### config.mk
export PLATFORM = sky130hd
export DESIGN_NAME = univ_shift_reg
export DESIGN_NICKNAME = d
export VERILOG_FILES = /design/src/rtl/usr_pkg.sv /design/src/rtl/usr_cell.sv /design/src/rtl/univ_shift_reg.sv
export SDC_FILE = /design/constraint.sdc
export NUM_CORES = 1
export LEC_CHECK = 0
export ABC_CLOCK_PERIOD_IN_PS = 1500
export BUFFER_PORTS_ARGS = -buffer_cell sky130_fd_sc_hd__buf_4
export CAP_MARGIN = 20
export CELL_PAD_IN_SITES_DETAIL_PLACEMENT = 0
export CELL_PAD_IN_SITES_GLOBAL_PLACEMENT = 1
export CORE_AREA = 2 2 39 41
export CTS_BUF_LIST = sky130_fd_sc_hd__clkbuf_4 sky130_fd_sc_hd__clkbuf_8
export DETAILED_ROUTE_END_ITERATION = 10
export DIE_AREA = 0 0 41 43
export GPL_ROUTABILITY_DRIVEN = 0
export HOLD_SLACK_MARGIN = 0.12
export PLACE_DENSITY_LB_ADDON = 0.1
export RECOVER_POWER = 100
export SETUP_SLACK_MARGIN = 0.2
export SLEW_MARGIN = 20
export SYNTH_ARGS = -nofsm -noshare
export SYNTH_HDL_FRONTEND = slang
export SYNTH_HIERARCHICAL = 1
export SYNTH_SLANG_ARGS = --single-unit
### constraint.sdc
create_clock -name clk -period 1.5 [get_ports clk]
set_input_delay 0.15 -clock clk [delete_from_list [all_inputs] [get_ports clk]]
set_output_delay 0.15 -clock clk [all_outputs]
set_load 0.01 [all_outputs]
### src/rtl/usr_pkg.sv
// ---------------------------------------------------------------------------
// usr_pkg
// Shared definitions for the universal shift register (univ_shift_reg) and its
// per-bit slice (usr_cell).
//   mode_t    : 2-bit operation select type
//   MODE_HOLD : 2'b00  keep the current contents
//   MODE_SHR  : 2'b01  shift toward bit 0 (new bit enters at the MSB)
//   MODE_SHL  : 2'b10  shift toward the MSB (new bit enters at bit 0)
//   MODE_LOAD : 2'b11  parallel load
// ---------------------------------------------------------------------------
package usr_pkg;

  typedef logic [1:0] mode_t;

  localparam mode_t MODE_HOLD = 2'b00;
  localparam mode_t MODE_SHR  = 2'b01;
  localparam mode_t MODE_SHL  = 2'b10;
  localparam mode_t MODE_LOAD = 2'b11;

endpackage : usr_pkg

### src/rtl/usr_cell.sv
// ---------------------------------------------------------------------------
// usr_cell
// One bit slice of the universal shift register: a 4:1 mux selecting the next
// value, feeding a positive-edge flip-flop with asynchronous active-high reset.
// Ports:
//   clk      in  clock, state updates on posedge
//   rst      in  asynchronous active-high reset, clears the bit
//   mode     in  operation select (mode_t)
//   hold_val in  value kept on hold (the slice's own output)
//   left_nb  in  value of the next-higher bit (taken on shift right)
//   right_nb in  value of the next-lower bit (taken on shift left)
//   load_bit in  parallel load data for this bit
//   q_bit    out registered bit
// ---------------------------------------------------------------------------
module usr_cell
  import usr_pkg::*;
(
  input  logic  clk,
  input  logic  rst,
  input  mode_t mode,
  input  logic  hold_val,
  input  logic  left_nb,
  input  logic  right_nb,
  input  logic  load_bit,
  output logic  q_bit
);

  always_ff @(posedge clk or posedge rst) begin
    if (rst) begin
      q_bit <= 1'b0;
    end else begin
      case (mode)
        MODE_SHR:  q_bit <= left_nb;
        MODE_SHL:  q_bit <= right_nb;
        MODE_LOAD: q_bit <= load_bit;
        // MODE_HOLD, and any unknown mode value, keeps the bit
        default:   q_bit <= hold_val;
      endcase
    end
  end

endmodule : usr_cell

### src/rtl/univ_shift_reg.sv
// ---------------------------------------------------------------------------
// univ_shift_reg
// Parameterised 74194-style universal shift register with a shift counter that
// pulses word_done when WIDTH shifts (in any mix of directions) have completed,
// so it doubles as a serial-to-parallel converter.
// Optional build macro: SHIFT_ROTATE_EN -- when defined, the shift modes rotate
// the register and the serial inputs sr_in / sl_in are ignored.
// Parameters:
//   WIDTH      register width, 2..32
// Ports:
//   clk        in  clock, state updates on posedge
//   rst        in  asynchronous active-high reset
//   mode       in  00 hold, 01 shift right, 10 shift left, 11 parallel load
//   d_par      in  parallel load data [WIDTH-1:0]
//   sr_in      in  serial input for shift right, enters at bit WIDTH-1
//   sl_in      in  serial input for shift left, enters at bit 0
//   q          out register contents [WIDTH-1:0]
//   sr_out     out q[0]
//   sl_out     out q[WIDTH-1]
//   word_done  out registered one-cycle pulse after the WIDTH-th shift
// ---------------------------------------------------------------------------
module univ_shift_reg
  import usr_pkg::*;
#(
  parameter int WIDTH = 4
) (
  input  logic             clk,
  input  logic             rst,
  input  mode_t            mode,
  input  logic [WIDTH-1:0] d_par,
  input  logic             sr_in,
  input  logic             sl_in,
  output logic [WIDTH-1:0] q,
  output logic             sr_out,
  output logic             sl_out,
  output logic             word_done
);

  localparam int CNT_W = $clog2(WIDTH + 1);

  // Bits entering at the two ends of the register during a shift.
  logic msb_in;
  logic lsb_in;

`ifdef SHIFT_ROTATE_EN
  assign msb_in = q[0];
  assign lsb_in = q[WIDTH-1];
  // Serial inputs stay on the port list for pin compatibility only.
  logic unused_serial;
  assign unused_serial = sr_in ^ sl_in;
`else
  assign msb_in = sr_in;
  assign lsb_in = sl_in;
`endif

  // -------------------------------------------------------------------------
  // Bit slices
  // -------------------------------------------------------------------------
  genvar gi;
  generate
    for (gi = 0; gi < WIDTH; gi++) begin : g_cell
      logic left_nb;
      logic right_nb;

      if (gi == WIDTH - 1) begin : g_msb
        assign left_nb = msb_in;
      end else begin : g_mid_hi
        assign left_nb = q[gi+1];
      end

      if (gi == 0) begin : g_lsb
        assign right_nb = lsb_in;
      end else begin : g_mid_lo
        assign right_nb = q[gi-1];
      end

      usr_cell u_cell (
        .clk      (clk),
        .rst      (rst),
        .mode     (mode),
        .hold_val (q[gi]),
        .left_nb  (left_nb),
        .right_nb (right_nb),
        .load_bit (d_par[gi]),
        .q_bit    (q[gi])
      );
    end
  endgenerate

  assign sr_out = q[0];
  assign sl_out = q[WIDTH-1];

  // -------------------------------------------------------------------------
  // Shift counter and word_done pulse
  // -------------------------------------------------------------------------
  logic [CNT_W-1:0] cnt_reg;
  logic             word_done_reg;
  logic             last_shift;

  assign last_shift = (cnt_reg == CNT_W'(WIDTH - 1));

  always_ff @(posedge clk or posedge rst) begin
    if (rst) begin
      cnt_reg       <= '0;
      word_done_reg <= 1'b0;
    end else begin
      case (mode)
        MODE_SHR, MODE_SHL: begin
          // Either direction counts toward the same word.
          if (last_shift) begin
            cnt_reg       <= '0;
            word_done_reg <= 1'b1;
          end else begin
            cnt_reg       <= cnt_reg + CNT_W'(1);
            word_done_reg <= 1'b0;
          end
        end
        MODE_LOAD: begin
          cnt_reg       <= '0;
          word_done_reg <= 1'b0;
        end
        default: begin
          // Hold (or unknown mode): count is kept, pulse ends.
          word_done_reg <= 1'b0;
        end
      endcase
    end
  end

  assign word_done = word_done_reg;

endmodule : univ_shift_reg

==> run_summary.xml <==
<?xml version="1.0" encoding="UTF-8"?>
<metrics>
  <group name="timing">
    <metric name="layout_min_cycle_time" unit="ns">1.005</metric>
    <metric name="slew_viol_final" unit="">0</metric>
    <metric name="transition_time_at_the_pin_with_the_least_slew_margin" unit="ns">0.2024</metric>
    <metric name="final.setup_skew" unit="ns">0.0001172</metric>
    <metric name="maxSlewHeadroom" unit="%">86.51</metric>
    <metric name="max_clock_freq" unit="MHz">995.2</metric>
    <metric name="layout_worst_path_cycle_share" unit="%">66.99</metric>
    <metric name="timing.final.hold_violations" unit="">0</metric>
    <metric name="report.final.setup_viol" unit="">0</metric>
    <metric name="rsz_0062_raised_after_global_routing" unit="">false</metric>
    <metric name="worst_slack" unit="ns">0.4952</metric>
    <metric name="fin_tns_setup" unit="ns">0</metric>
    <metric name="hold-worst-slack" unit="ns">0.2150</metric>
  </group>
  <group name="worst_setup_path">
    <metric name="ordered_cell_list_for_the_critical_path" unit="">mux4_2</metric>
    <metric name="critical-path-slowest-cell" unit="">sky130_fd_sc_hd__mux4_2</metric>
    <metric name="endpoint_kind" unit="">flop</metric>
    <metric name="worstSetupPathType" unit="">reg2reg</metric>
    <metric name="cp_top_family" unit="">multiplexers</metric>
    <metric name="critical_path_required" unit="ns">1.62</metric>
    <metric name="critical_path.max_stage_delay" unit="ns">0.47</metric>
    <metric name="critPathMaxFanout" unit="">4</metric>
    <metric name="critPathArrivalTime" unit="ns">1.13</metric>
    <metric name="path_buf_inv" unit="">0</metric>
    <metric name="timing.critical_path.from_type" unit="">flop</metric>
  </group>
  <group name="route">
    <metric name="wl" unit="microns">835</metric>
    <metric name="drt_iter0_drc" unit="">3</metric>
    <metric name="detail_route.drc_violations" unit="">0</metric>
    <metric name="vias" unit="">320</metric>
    <metric name="avg_vias_per_cell" unit="">4.706</metric>
    <metric name="first_pass_iters" unit="">2</metric>
    <metric name="final_antenna_net_count" unit="">0</metric>
    <metric name="average_detailed_routed_wire_length_per_instance" unit="microns">12.28</metric>
  </group>
  <group name="grt">
    <metric name="global_route.overflow_total" unit="">0</metric>
    <metric name="vias_in_the_first_global_route" unit="">299</metric>
    <metric name="antenna_violations_before_repair" unit="">0</metric>
    <metric name="maximum_number_of_pins_on_one_net_before_global_route_repair" unit="">7</metric>
    <metric name="gr-usage-all-layers" unit="%">12.12</metric>
    <metric name="grt_first_pass_wirelength" unit="microns">1317</metric>
  </group>
  <group name="floorplan">
    <metric name="overall_die_height" unit="microns">43</metric>
    <metric name="floorplan.die_area" unit="sq mm">0.001763</metric>
    <metric name="std_cell_rows" unit="">14</metric>
    <metric name="coreArea" unit="sq mm">0.001384</metric>
    <metric name="pin_count" unit="">17</metric>
    <metric name="fp.dieW" unit="microns">41</metric>
    <metric name="effective_utilization_at_floorplan" unit="%">32.01</metric>
  </group>
  <group name="pwr">
    <metric name="power.static_leakage" unit="nW">0.2773</metric>
    <metric name="peak_ir_drop_on_the_vdd_network" unit="V">0.0005262</metric>
    <metric name="power_per_unit_of_standard_cell_area" unit="mW/mm^2">1149</metric>
  </group>
  <group name="synthesis">
    <metric name="syn_inst" unit="">36</metric>
    <metric name="synth_largest_type_area_fraction" unit="%">45.20</metric>
    <metric name="ys_dominant_reg_cell" unit="">sky130_fd_sc_hd__dfrtp_1</metric>
    <metric name="synth_edf_count" unit="">0</metric>
    <metric name="synth-seq-area-share" unit="%">45.20</metric>
    <metric name="avgSynthCellArea" unit="sq um">12.30</metric>
    <metric name="count_of_unique_library_cells_instantiated_by_yosys" unit="">12</metric>
    <metric name="synth_area_leader_cell" unit="">sky130_fd_sc_hd__dfrtp_1</metric>
    <metric name="warnings_synthesis" unit="">6</metric>
    <metric name="share_of_synthesized_flip_flops_with_an_asynchronous_set_or_reset" unit="%">100.0</metric>
    <metric name="post_synth_instance_area" unit="sq um">442.9</metric>
    <metric name="synth-seq-cells" unit="">8</metric>
    <metric name="synth.cells.most_frequent" unit="">8 x sky130_fd_sc_hd__dfrtp_1, 8 x sky130_fd_sc_hd__inv_1, 4 x sky130_fd_sc_hd__buf_4, 4 x sky130_fd_sc_hd__mux4_2, 3 x sky130_fd_sc_hd__ha_1</metric>
    <metric name="postSynthNetCount" unit="">49</metric>
    <metric name="synth_area_leaders" unit="">sky130_fd_sc_hd__dfrtp_1 45%, sky130_fd_sc_hd__mux4_2 20%, sky130_fd_sc_hd__ha_1 8.5%</metric>
  </group>
  <group name="job">
    <metric name="timing.max_cap.violations" unit="">0</metric>
  </group>
  <group name="layout">
    <metric name="nNetsFinal" unit="">67</metric>
    <metric name="fillerInstances" unit="">149</metric>
    <metric name="finalCoreUtilization" unit="%">40.14</metric>
    <metric name="layout-area-overhead-vs-synth" unit="%">25.42</metric>
    <metric name="largest_register_ff_count" unit="">4</metric>
    <metric name="fraction_of_final_layout_cells_sized_beyond_drive_strength_1" unit="%">30.77</metric>
    <metric name="stdcell_count" unit="">68</metric>
    <metric name="antennaDiodeCount" unit="">0</metric>
  </group>
  <group name="cts">
    <metric name="cts_tree" unit="">yes</metric>
    <metric name="cts.path.max_buffers" unit="">2</metric>
    <metric name="clk_pin_slew_worst_paths" unit="ns">0.06</metric>
    <metric name="total_number_of_clock_tree_sinks" unit="">8</metric>
    <metric name="htree_levels" unit="">1</metric>
    <metric name="clock-root-buffer" unit="">sky130_fd_sc_hd__clkbuf_4</metric>
    <metric name="resized_cells_post_cts" unit="">0</metric>
    <metric name="cts_buffer_count" unit="">3</metric>
    <metric name="post_cts_buffers" unit="">0</metric>
    <metric name="clock_insertion_delay_worst_skew" unit="ns">0.25</metric>
  </group>
  <group name="hold_path">
    <metric name="min_path_type" unit="">in2reg</metric>
  </group>
  <group name="place">
    <metric name="post-dp-hpwl" unit="microns">672.5</metric>
    <metric name="count_of_input_and_output_buffers" unit="">16</metric>
    <metric name="placedCellCount" unit="">64</metric>
    <metric name="worst_setup_timing_slack_at_the_placement_stage" unit="ns">0.5005</metric>
  </group>
  <group name="status">
    <metric name="outcome" unit="">finished clean</metric>
  </group>
</metrics>
==> final cells by class <==
| class | instances | area (sq um) | share of cell area, % |
|---|---|---|---|
| Inverter | 8 | 30.03 | 5.405 |
| Timing Repair Buffer | 17 | 100.1 | 18.02 |
| Multi-Input combinational cell | 16 | 182.7 | 32.88 |
| Tap cell | 16 | 20.02 | 3.604 |
| Clock buffer | 3 | 22.52 | 4.054 |
| Sequential cell | 8 | 200.2 | 36.04 |
==> layout by cell type (no fill, tap or decap) <==
cell,n
sky130_fd_sc_hd__inv_1,8
sky130_fd_sc_hd__dfrtp_1,8
sky130_fd_sc_hd__buf_4,8
sky130_fd_sc_hd__clkbuf_1,8
sky130_fd_sc_hd__mux4_2,4
sky130_fd_sc_hd__ha_1,3
sky130_fd_sc_hd__clkbuf_4,3
sky130_fd_sc_hd__nor2_1,2
sky130_fd_sc_hd__nand2b_1,2
sky130_fd_sc_hd__o21a_1,1
sky130_fd_sc_hd__nand2_1,1
sky130_fd_sc_hd__o21ai_0,1
sky130_fd_sc_hd__nor3_2,1
sky130_fd_sc_hd__a22o_1,1
sky130_fd_sc_hd__dlygate4sd3_1,1
==> worst paths after layout <==
| kind | end | cells past startpoint | startpoint | slack, ns |
|---|---|---|---|---|
| setup reg to reg | g_cell[3].u_cell/q_bit | 1 | g_cell[2].u_cell/q_bit | 0.50 |
| hold reg to reg | cnt_reg[2] | 1 | cnt_reg[2] | 0.49 |
| setup / recovery | g_cell[3].u_cell/q_bit | 1 | g_cell[2].u_cell/q_bit | 0.50 |
| hold / removal | g_cell[0].u_cell/q_bit | 2 | sl_in | 0.22 |
| min in group asynchronous | g_cell[0].u_cell/q_bit | 3 | rst | 0.33 |
| max in group asynchronous | word_done | 3 | rst | 0.96 |
==> routing by layer <==
metal	track usage [%]	vias to the layer above	routed length, microns
met1	12.12	157	329
met2	17.50	13	426
met5	0	-	0
met4	6.000	0	0
li1	-	150	-
met3	9.424	0	79
==> cell families after synthesis <==
group                      after synthesis  synth area share (%)
AOI/OAI and AO/OA                        3                 4.802
DFF                                      8                 45.20
buffers and inverters                   12                 13.56
muxes                                    4                 20.34
adders and majority gates                3                 8.475
and+or+nand+nor                          6                 7.627
==> what timing repair did <==
item                                   4_1_cts  5_1_grt
hold buffers                                 1        0
setup endpoints to repair                    0        0
endpoints found under the hold margin        8        0
==> per-stage QoR <==
step           area [sq um]   power, W
6_report              555.5  0.0006380
5_1_grt               555.5  0.0006952
4_1_cts               585.6  0.0006860
3_5_place_dp          553.0  0.0005146
3_3_place_gp          553.0  0.0005059
2_1_floorplan         442.9  0.0004394
==> power breakdown <==
group	switching [W]	internal, W	leakage, nW
logic	0.0000796	0.0000952	0.164
clock network	0.0000715	0.0000914	0.0138
registers	0.0000378	0.000263	0.0994
total	0.000189	0.000449	0.277
(Power assumes the default switching activity.)
